[src/rtl/cdb_arbiter_if.sv]
// Common data bus request/broadcast bundle shared by result requesters and the arbiter.
// master = requester/consumer side, slave = arbiter side.
interface cdb_arbiter_if #(
  parameter int ISSUER     = 4,
  parameter int ROB_ENTRY  = 4,
  parameter int ARCH_ENTRY = 32,
  parameter int DATA_WIDTH = 32
);
  localparam int ROB_ENTRY_LOG2  = $clog2(ROB_ENTRY);
  localparam int ARCH_ENTRY_LOG2 = $clog2(ARCH_ENTRY);

  logic [ISSUER-1:0]                 cdb_isr_request;
  logic [ISSUER*DATA_WIDTH-1:0]      cdb_isr_data;
  logic [ISSUER*ROB_ENTRY_LOG2-1:0]  cdb_isr_id;
  logic [ISSUER*ARCH_ENTRY_LOG2-1:0] cdb_isr_arch_id;
  logic [ISSUER-1:0]                 cdb_isr_grant;
  logic                              cdb_stall;
  logic                              cdb_valid;
  logic [DATA_WIDTH-1:0]             cdb_data;
  logic [ROB_ENTRY_LOG2-1:0]         cdb_id;
  logic [ARCH_ENTRY_LOG2-1:0]        cdb_arch_id;
  logic [ISSUER-1:0]                 cdb_src;

  modport master (
    output cdb_isr_request, cdb_isr_data, cdb_isr_id, cdb_isr_arch_id, cdb_stall,
    input  cdb_isr_grant, cdb_valid, cdb_data, cdb_id, cdb_arch_id, cdb_src
  );

  modport slave (
    input  cdb_isr_request, cdb_isr_data, cdb_isr_id, cdb_isr_arch_id, cdb_stall,
    output cdb_isr_grant, cdb_valid, cdb_data, cdb_id, cdb_arch_id, cdb_src
  );
endinterface

[src/rtl/cdb_arbiter.sv]
// Common data bus arbiter: round-robin grant with aging override, one-cycle
// registered broadcast of the granted result, frozen under downstream stall.
module cdb_arbiter #(
  parameter int ISSUER     = 4,
  parameter int ROB_ENTRY  = 4,
  parameter int ARCH_ENTRY = 32,
  parameter int DATA_WIDTH = 32,
  parameter int MAX_WAIT   = 7
) (
  input  logic            CLK,
  input  logic            RST,
  cdb_arbiter_if.slave    bus
);
  localparam int ROB_ENTRY_LOG2  = $clog2(ROB_ENTRY);
  localparam int ARCH_ENTRY_LOG2 = $clog2(ARCH_ENTRY);
  localparam int PTR_W           = (ISSUER > 1) ? $clog2(ISSUER) : 1;
  localparam logic [3:0]       WAIT_MAX = 4'(MAX_WAIT);
  localparam logic [PTR_W-1:0] LAST_IDX = PTR_W'(ISSUER - 1);

  logic [PTR_W-1:0]           rr_ptr;
  logic [PTR_W-1:0]           grant_idx;
  logic                       grant_any;
  logic [ISSUER-1:0]          grant;
  logic [3:0]                 wait_cnt [ISSUER];
  logic [DATA_WIDTH-1:0]      sel_data;
  logic [ROB_ENTRY_LOG2-1:0]  sel_id;
  logic [ARCH_ENTRY_LOG2-1:0] sel_arch;

  // Aged requesters win by lowest index; otherwise search from rr_ptr with wrap.
  always_comb begin
    logic [PTR_W-1:0] cand;
    grant_any = 1'b0;
    grant_idx = '0;
    grant     = '0;
    cand      = '0;
    if (!RST && !bus.cdb_stall) begin
      for (int unsigned i = 0; i < ISSUER; i++) begin
        if (!grant_any && bus.cdb_isr_request[i] && wait_cnt[i] == WAIT_MAX) begin
          grant_any = 1'b1;
          grant_idx = PTR_W'(i);
        end
      end
      for (int unsigned k = 0; k < ISSUER; k++) begin
        cand = PTR_W'((32'(rr_ptr) + k) % ISSUER);
        if (!grant_any && bus.cdb_isr_request[cand]) begin
          grant_any = 1'b1;
          grant_idx = cand;
        end
      end
      if (grant_any) grant[grant_idx] = 1'b1;
    end
  end

  assign bus.cdb_isr_grant = grant;

  always_comb begin
    sel_data = '0;
    sel_id   = '0;
    sel_arch = '0;
    for (int unsigned i = 0; i < ISSUER; i++) begin
      if (grant[i]) begin
        sel_data = bus.cdb_isr_data[i*DATA_WIDTH +: DATA_WIDTH];
        sel_id   = bus.cdb_isr_id[i*ROB_ENTRY_LOG2 +: ROB_ENTRY_LOG2];
        sel_arch = bus.cdb_isr_arch_id[i*ARCH_ENTRY_LOG2 +: ARCH_ENTRY_LOG2];
      end
    end
  end

  always_ff @(posedge CLK or posedge RST) begin
    if (RST) begin
      bus.cdb_valid   <= 1'b0;
      bus.cdb_data    <= '0;
      bus.cdb_id      <= '0;
      bus.cdb_arch_id <= '0;
      bus.cdb_src     <= '0;
      rr_ptr          <= '0;
      for (int unsigned i = 0; i < ISSUER; i++) wait_cnt[i] <= '0;
    end else if (!bus.cdb_stall) begin
      bus.cdb_valid <= grant_any;
      if (grant_any) begin
        bus.cdb_data    <= sel_data;
        bus.cdb_id      <= sel_id;
        bus.cdb_arch_id <= sel_arch;
        bus.cdb_src     <= grant;
        rr_ptr          <= (grant_idx == LAST_IDX) ? '0 : grant_idx + 1'b1;
      end
      for (int unsigned i = 0; i < ISSUER; i++) begin
        if (!bus.cdb_isr_request[i] || grant[i])
          wait_cnt[i] <= '0;
        else if (wait_cnt[i] < WAIT_MAX)
          wait_cnt[i] <= wait_cnt[i] + 4'd1;
      end
    end
  end
endmodule

[src/flat_wrapper.sv]
// flat-port wrapper written by rule: the top's interface ports become plain ports
module cdb_arbiter_flat 
#(
  parameter int ISSUER     = 4,
  parameter int ROB_ENTRY  = 4,
  parameter int ARCH_ENTRY = 32,
  parameter int DATA_WIDTH = 32,
  parameter int MAX_WAIT   = 7
)
  (CLK, RST, bus_cdb_isr_request, bus_cdb_isr_data, bus_cdb_isr_id, bus_cdb_isr_arch_id, bus_cdb_stall, bus_cdb_isr_grant, bus_cdb_valid, bus_cdb_data, bus_cdb_id, bus_cdb_arch_id, bus_cdb_src);
  cdb_arbiter_if #(.ISSUER(ISSUER), .ROB_ENTRY(ROB_ENTRY), .ARCH_ENTRY(ARCH_ENTRY), .DATA_WIDTH(DATA_WIDTH)) bus_i ();
  input  logic CLK;
  input  logic RST;
  input wire logic [$bits(bus_i.cdb_isr_request)-1:0] bus_cdb_isr_request;
  input wire logic [$bits(bus_i.cdb_isr_data)-1:0] bus_cdb_isr_data;
  input wire logic [$bits(bus_i.cdb_isr_id)-1:0] bus_cdb_isr_id;
  input wire logic [$bits(bus_i.cdb_isr_arch_id)-1:0] bus_cdb_isr_arch_id;
  input wire logic [$bits(bus_i.cdb_stall)-1:0] bus_cdb_stall;
  output wire logic [$bits(bus_i.cdb_isr_grant)-1:0] bus_cdb_isr_grant;
  output wire logic [$bits(bus_i.cdb_valid)-1:0] bus_cdb_valid;
  output wire logic [$bits(bus_i.cdb_data)-1:0] bus_cdb_data;
  output wire logic [$bits(bus_i.cdb_id)-1:0] bus_cdb_id;
  output wire logic [$bits(bus_i.cdb_arch_id)-1:0] bus_cdb_arch_id;
  output wire logic [$bits(bus_i.cdb_src)-1:0] bus_cdb_src;
  assign bus_i.cdb_isr_request = bus_cdb_isr_request;
  assign bus_i.cdb_isr_data = bus_cdb_isr_data;
  assign bus_i.cdb_isr_id = bus_cdb_isr_id;
  assign bus_i.cdb_isr_arch_id = bus_cdb_isr_arch_id;
  assign bus_i.cdb_stall = bus_cdb_stall;
  assign bus_cdb_isr_grant = bus_i.cdb_isr_grant;
  assign bus_cdb_valid = bus_i.cdb_valid;
  assign bus_cdb_data = bus_i.cdb_data;
  assign bus_cdb_id = bus_i.cdb_id;
  assign bus_cdb_arch_id = bus_i.cdb_arch_id;
  assign bus_cdb_src = bus_i.cdb_src;
  cdb_arbiter #(.ISSUER(ISSUER), .ROB_ENTRY(ROB_ENTRY), .ARCH_ENTRY(ARCH_ENTRY), .DATA_WIDTH(DATA_WIDTH), .MAX_WAIT(MAX_WAIT)) u_core (.CLK(CLK), .RST(RST), .bus(bus_i));
endmodule
[config.mk]
export PLATFORM = sky130hd
export DESIGN_NAME = cdb_arbiter_flat
export DESIGN_NICKNAME = d
export VERILOG_FILES = /design/src/rtl/cdb_arbiter_if.sv /design/src/rtl/cdb_arbiter.sv /design/src/flat_wrapper.sv
export SDC_FILE = /design/constraint.sdc
export NUM_CORES = 1
export LEC_CHECK = 0
export CAP_MARGIN = 10
export CORE_MARGIN = 2
export CORE_UTILIZATION = 40
export CTS_CLUSTER_SIZE = 24
export DETAILED_ROUTE_END_ITERATION = 10
export DONT_BUFFER_PORTS = 1
export PLACE_DENSITY_LB_ADDON = 0.12
export SYNTH_ARGS = -nofsm -noshare
export SYNTH_HDL_FRONTEND = slang
export SYNTH_SLANG_ARGS = --single-unit
[constraint.sdc]
create_clock -name CLK -period 3.4 [get_ports CLK]
set_input_delay 0.34 -clock CLK [delete_from_list [all_inputs] [get_ports CLK]]
set_output_delay 0.34 -clock CLK [all_outputs]
set_load 0.05 [all_outputs]
After elaboration in Yosys (flattened, before gate mapping):

Index checks and enable logic that the tools add are counted.

* bits in latches: 0
* memory bits (writable): 0
* output and inout port bits: 48
* flip-flop bits (word level): 62
* memories: 0
* ROM bits: 0

* order comparisons: 10
* $add $sub $neg: 8
* shift operators: 0
* equality and inequality tests: 5
* multipliers: 0
* bitwise logic cells: 1
* div/mod/pow operators: 0
* reduce and logical (&&, ||, !) cells: 39
* mux-type cells: 59

Operators with widths (number)
* $mux W32: 4
* $mux W4: 10
* $mux W2: 13
* $mux W1: 23
* $mux W5: 4
* $add A4 B1 Y4 const B: 4
* $eq A4 B3 Y1 const B: 4
* $lt A4 B3 Y1 const B: 4
* $lt A2 B3 Y1 const B: 5
* $logic_and A1 B1 Y1: 13
* $logic_not A1 Y1: 13
* $reduce_and A2 Y1: 5
* $bmux W1 S2: 4
* $reduce_bool A2 Y1: 4
* $add A2 B1 Y2 const B: 2
* $add A2 B2 Y2 const B: 2
* $logic_or A1 B1 Y1: 4
* $demux W1 S2: 1
* $eq A2 B2 Y1 const B: 1
* $ge A2 B1 Y1 const B: 1
* $not A1 Y1: 1

Logic depth before layout (Yosys ltp):

Gate-level depths: netlist (run 1).

* word-level depth: 45
* gate-level depth with buffers: 12

Least setup slack after synthesis (run 1):

No wires, ideal clock.

* kind: reg-to-output
* start: reg u_core.rr_ptr[0]
* end: out bus_cdb_isr_grant[0]
* stages on the path, launching flop included: 9
* path slack: 239 ps
* arrival: 2821 ps
* path buffers: 1
* cell sequence: dfrtp_1 -> buf_6 -> mux2_2 -> mux2_4 -> or3_4 -> o221a_2 -> o21ai_4 -> nor2_4 -> nor3_2

* cells in the longest elaborated chain, start to end: 23

Ends and longest elaborated chain
* start: declaration: RTL line cdb_arbiter.sv:20 `logic [PTR_W-1:0] rr_ptr;`
* start signal: assignment: RTL line cdb_arbiter.sv:85 `rr_ptr <= (grant_idx == LAST_IDX) ? '0 : grant_idx + 1'b1;`
* $bmux W1 S2: RTL line cdb_arbiter.sv:45 `if (!grant_any && bus.cdb_isr_request[cand]) begin`
* $mux W1 (implied by the code): RTL line cdb_arbiter.sv:45
* $logic_and A1 B1 Y1: RTL line cdb_arbiter.sv:45
* $mux W1: RTL line cdb_arbiter.sv:45
* $mux W1: RTL line cdb_arbiter.sv:36 `if (!RST && !bus.cdb_stall) begin`
* $logic_not A1 Y1: RTL line cdb_arbiter.sv:45
* $logic_and A1 B1 Y1: RTL line cdb_arbiter.sv:45
* $mux W1: RTL line cdb_arbiter.sv:45
* [... 7 more ...]
* $mux W2: RTL line cdb_arbiter.sv:45
* $mux W2: RTL line cdb_arbiter.sv:36
* $lt A2 B3 Y1 (implied by the code) or $ge A2 B1 Y1 (tied branches): RTL line cdb_arbiter.sv:50 `if (grant_any) grant[grant_idx] = 1'b1;`
* $logic_and A1 B1 Y1 (implied by the code): RTL line cdb_arbiter.sv:50
* $mux W1 (implied by the code): RTL line cdb_arbiter.sv:50
* $demux W1 S2
* $mux W4 (*): RTL line cdb_arbiter.sv:50
* $mux W4 (*): RTL line cdb_arbiter.sv:36
* end: declaration: RTL line flat_wrapper.sv:19 `output wire logic [$bits(bus_i.cdb_isr_grant)-1:0] bus_cdb_isr_grant;`

Mark *: on every way between the ends. The rest lies on a longest branch, timed or not. The select of a mux whose other input is x is not followed.

Final worst setup path (run 1):

Same ends and word-level chain as after synthesis.

==> results.toml, run 1 <==
[layout]
final_cell_mix = "dfrtp_1, nand2_1, mux2i_1, a32oi_1, nand3_1"
drive_above_1_share_pct = 12.1
final_common_cell = "dfrtp_1"
area_growth_pct = 7.95
antenna_cells = 0
fin_util_pct = 44.3
fillers = 978
final_nets = 586

[synth]
synthCells = 431
yosys.area.top_type_share_pct = 38.7
yosys_warnings = 0
syn_area_um2 = 4010
synth_cell_types = 45
synth_edf_count = 0
synth_top_area_cell = "dfrtp_1"
synth_nets = 598
ys_seq_elements = 62
synth_ff_type = "dfrtp_1"
avgSynthCellArea_um2 = 9.31
yosys-top-cells-area = "dfrtp_1, mux2i_1, a32oi_1"
ys_async_sr_fraction_pct = 100
seq_area_frac_synth_pct = 38.7

[routing]
drc = 0
drtIter0Drc = 214
postRouteAntennaNets = 0
first_pass_iters = 4
routed_wl_um = 11600
vias = 3467
avgViaCountPerCell = 6.26
routedWlPerCell_um = 21.0

[clocking]
clkTransAtPathRegs_ns = 0.07
cts.sinks = 62
cts.path.max_buffers = 2
cts_tree = "built"
clock-root-buffer = "clkbuf_8"
cts_made_buffers = 9
clk_latency_ns = 0.34
cts_max_level = 3

[worst_setup_path]
worstPathRequired_ns = 3.06
cp.arrival_ns = 2.91
rrSetupSlack_ns = 0.40
worstSetupEndpointType = "primary output"
worstRegToRegCells = 9
crit_type = "flip-flop to primary output"
timing.rr.end = "u_core.bus.cdb_data[25]"
cp-start-kind = "flip-flop"
timing.rr.start = "u_core.rr_ptr[0]"
path_max_fanout = 12

[min_path]
hold_path.class = "input port to async pin"

[global_route]
grt_overflow = 0
antenna_found_initial = 0
grt_pass1_vias = 3421
grt_usage_pct = 21.1
grt_max_degree = 89
grt_pass1_wl_um = 18300

[sta]
hold_viol = 0
setup_viol = 0
worst_slew_pin_slew_ns = 0.931
fmax_ghz = 0.308
period_minus_slack_ns = 3.25
period_share_pct = 95.5
drv_slew = 0
fin_setup_tns_ns = 0
slew_headroom_pct = 37.9
clock-skew-final_ns = 0.0103
rsz0062_at_grt = "no"

[floorplanning]
start_util_pct = 41.0
core_um2 = 9770
rows = 36
die_w_um = 104
die_h_um = 104
io_pins = 211
fp.dieArea_um2 = 10800

[flow_run]
drv_cap = 0

[power]
ir_drop_mv = 0.587
p_per_area_nw_per_um2 = 1100
leakage_nw = 1.81

[run_status]
outcome = "finished clean"

[placement]
port-buffer-count = 0
routabilityCongestion = 0.943
hpwl_um = 8110
[cell usage after synthesis, types with 2 or more instances]
cell and n:
mux2i_1 46, nand4b_1 5, nand3_1 40, o31ai_1 4, inv_1 4, a21o_1 4, buf_6 5, nand2_1 52
a41oi_1 3, nor3_2 2, buf_2 10, or3_1 39, o211ai_1 2, ha_1 4, dfrtp_1 62, nor2b_1 6
clkbuf_1 26, xnor2_1 4, nor3_1 12, nor2_1 18, a32oi_1 40, a31oi_1 2, a21oi_1 6, o21ai_0 8
mux2_2 3, a211o_1 2, a211oi_1 4
[cells by family (layout without fill, tap and decap cells)]
logic type	Yosys count	count (layout)	share of synthesized area, %
xor gates and xnor gates	4	4	0.873
adders and majority gates	4	4	1.25
and+or+nand+nor	183	183	24.1
buffers and inverters	45	35	5.46
muxes	51	51	13.3
AOI/OAI and AO/OA	82	82	16.3
DFF	62	62	38.7
[stage by stage]
stage	instances	power (mW)	setup slack (ns)	instance area (um2)	hold slack, ns
floorplan	431	3.72	0.239	4010	0.456
global placement	538	4.12	0.126	4130	0.460
detailed placement	538	4.16	0.113	4130	0.463
CTS	551	4.76	0.00326	4300	0.0986
global route	554	5.05	0.0241	4330	0.103
finish	554	4.75	0.152	4330	0.0881
[routing by layer]
metal | up-vias | GRT usage (%) | routed length [um]
met1 | 1686 | 27.4 | 5040
met2 | 159 | 33.4 | 5530
met3 | 19 | 5.26 | 773
met4 | 0 | 8.69 | 264
li1 | 1603 | - | -
met5 | - | 0 | 0
[registers in the layout (all words and copies together), names as in the netlist]
register,flops
u_core.bus.cdb_arch_id,5
u_core.bus.cdb_data,32
u_core.bus.cdb_id,2
u_core.bus.cdb_src,4
u_core.bus.cdb_valid,1
u_core.rr_ptr,2
u_core.wait_cnt,16
[worst max path at each step]
| stage | to | from | depth (start not counted) | slack [ns] |
|---|---|---|---|---|
| detailed placement | bus_cdb_isr_grant[3] | u_core.rr_ptr[0] | 6 | 0.11 |
| floorplan | bus_cdb_isr_grant[0] | u_core.rr_ptr[0] | 8 | 0.24 |
| CTS | bus_cdb_isr_grant[0] | u_core.rr_ptr[0] | 8 | 0.003 |
| global placement | bus_cdb_isr_grant[3] | u_core.rr_ptr[0] | 6 | 0.13 |
| finish | bus_cdb_isr_grant[0] | u_core.rr_ptr[0] | 8 | 0.15 |
| global route | bus_cdb_isr_grant[0] | u_core.rr_ptr[0] | 8 | 0.02 |
[power by group]
group,switching (mW),internal [mW],total (mW)
clock network,0.265,0.289,0.555
registers,1.16,1.05,2.21
logic,1.13,0.858,1.99
total,2.55,2.20,4.75
[cell type report]
type / instances / area [um2] / area share [%]
sequential: 62 / 1550 / 35.9
multi-input combinational: 324 / 2270 / 52.4
clock buffer: 11 / 151 / 3.50
timing repair buffer: 18 / 168 / 3.87
clock inverter: 2 / 10.0 / 0.231
tap: 133 / 166 / 3.84
inverter: 4 / 15.0 / 0.347
[repair_timing]
| item | in CTS | in global routing |
|---|---|---|
| endpoints found under the setup margin | 4 | 4 |
| gates resized for setup | 6 | 1 |
| buffers inserted | 0 | 3 |
| hold buffers | 0 | 0 |
| pin swaps | 0 | 1 |
[worst max-delay path, stage by stage, from the launching register on]
cell and delay (ns):
dfrtp_2 0.41, buf_6 0.17, mux4_1 0.59, or3_4 0.38, o221a_2 0.29, o21ai_4 0.19
nor2_4 0.08, nor3_2 0.24, buf_6 0.22
Power figures use the tool's default switching activity.
==> run 2: changes to the inputs <==
Settings changed: CELL_PAD_IN_SITES_DETAIL_PLACEMENT from default to 1, CELL_PAD_IN_SITES_GLOBAL_PLACEMENT from default to 1, SETUP_SLACK_MARGIN from default to 0.1.
==> results.toml, run 2 (synthesis gave the netlist of run 1 again) <==
[run_status]
outcome = "finished clean"

[layout]
final_nets = 592
fin_util_pct = 45.8
top_register = "u_core.bus.cdb_data"
reg_top3 = "u_core.bus.cdb_data x32, u_core.wait_cnt x16, u_core.bus.cdb_arch_id x5"
antenna_cells = 0
layoutNonFillerInstCount = 563
final_cell_mix = "dfrtp_1, nand2_1, mux2i_1, a32oi_1, nand3_1"
fillers = 1134
drive_above_1_share_pct = 13.7
area_growth_pct = 11.6
largest_reg_flops = 32
multiInputGateArea_um2 = 2270
regArea_um2 = 1550
final_common_cell = "dfrtp_1"
final_area_um2 = 4480

[power]
p_per_area_nw_per_um2 = 1120
leakage_nw = 1.88
ir_drop_mv = 0.414
finalPower_mw = 5.00

[sta]
hold_viol = 0
period_minus_slack_ns = 3.29
setup_viol = 0
slew_headroom_pct = 39.2
whs_ns = 0.0740
clock-skew-final_ns = 0.0127
rsz0062_at_grt = "yes"
period_share_pct = 96.6
worst_slew_pin_slew_ns = 0.911
fin_setup_tns_ns = 0
worst_slack_ns = 0.115
fmax_ghz = 0.304
drv_slew = 0

[worst_setup_path]
timing.rr.start = "u_core.wait_cnt[8]"
cp-start-kind = "flip-flop"
worstSetupEndpointType = "primary output"
path_max_fanout = 6
crit_buf_inv = 1
worstRegToRegCells = 10
crit_type = "flip-flop to primary output"
cp.arrival_ns = 2.95
rrSetupSlack_ns = 0.32
cp_top_family = "simple AND/OR/NAND/NOR gates"
slowest_delay_ns = 0.49
slowest_stage = "or3_4"
worstPathRequired_ns = 3.06
timing.rr.end = "u_core.bus.cdb_data[22]"
crit_chain = "ha_1 > nand4b_1 > nand4_1 > or3_4 > o221a_2 > o21ai_4 > nor2_4 > nor2b_1 > buf_6"

[routing]
first_pass_iters = 4
routed_wl_um = 12400
avgViaCountPerCell = 6.25
vias = 3518
postRouteAntennaNets = 0
routedWlPerCell_um = 22.0
drtIter0Drc = 141
drc = 0

[floorplanning]
rows = 36
start_util_pct = 41.0
io_pins = 211
core_um2 = 9770
fp.dieArea_um2 = 10800
die_h_um = 104
die_w_um = 104

[global_route]
grt_usage_pct = 23.0
grt_pass1_wl_um = 19900
grt_pass1_vias = 3762
grt_max_degree = 89
grt_overflow = 0
antenna_found_initial = 0

[placement]
routabilityCongestion = 0.827
hpwl_um = 8660
pre_cts_slack_ns = 0.117
place_inst = 535
port-buffer-count = 0
postPlaceCellArea_um2 = 4100

[clocking]
cts_made_buffers = 9
clkTransAtPathRegs_ns = 0.08
clk_latency_ns = 0.34
cts.sinks = 62
clock-root-buffer = "clkbuf_8"
cts_max_level = 3
cts.path.max_buffers = 2
cts_tree = "built"
hold_buffers = 0

[flow_run]
drv_cap = 0

[min_path]
hold_path.class = "input port to async pin"
## run 2: cell types whose count changed in the layout (fill, tap and decap cells not counted), moves of 2 or more
cell,delta
bufinv_16,+2
clkinv_4,+2
buf_4,+4
clkinv_2,-2
## run 2: area by class of cell
type | count | share of cell area, %
Clock buffer | 10 | 3.07
Clock inverter | 6 | 2.10
Inverter | 4 | 0.335
Multi-Input combinational cell | 324 | 50.6
Sequential cell | 62 | 34.7
Tap cell | 133 | 3.72
Timing Repair Buffer | 24 | 5.48
## run 2: worst max path at each step
stage / end / slack, ns / from / depth (start not counted)
2_1_floorplan: bus_cdb_isr_grant[0] / 0.24 / u_core.rr_ptr[0] / 8
3_3_place_gp: bus_cdb_isr_grant[3] / 0.31 / u_core.wait_cnt[8] / 7
3_5_place_dp: bus_cdb_isr_grant[3] / 0.12 / u_core.wait_cnt[4] / 7
4_1_cts: bus_cdb_isr_grant[0] / 0.12 / u_core.rr_ptr[0] / 8
5_1_grt: bus_cdb_isr_grant[2] / -0.04 / u_core.wait_cnt[8] / 9
6_report: bus_cdb_isr_grant[2] / 0.11 / u_core.wait_cnt[8] / 9
## run 2: what timing repair did
item | 4_1_cts | 5_1_grt
endpoints found under the setup margin | 4 | 4
resized for setup | 6 | 2
buffers inserted | 1 | 10
pin swaps | 1 | 7
cloned | 1 | 0
## run 2: report_power, final
| group | switching, mW | total (mW) | internal (mW) |
|---|---|---|---|
| registers | 1.15 | 2.20 | 1.05 |
| clock network | 0.314 | 0.752 | 0.438 |
| logic | 1.16 | 2.05 | 0.887 |
## run 2: per-layer routing
metal | GRT usage [%] | up-vias | routed length, um
met4 | 6.85 | 0 | 230
met5 | 0 | - | 0
met3 | 5.70 | 18 | 608
met2 | 39.3 | 125 | 6360
li1 | - | 1620 | -
met1 | 28.7 | 1755 | 5210
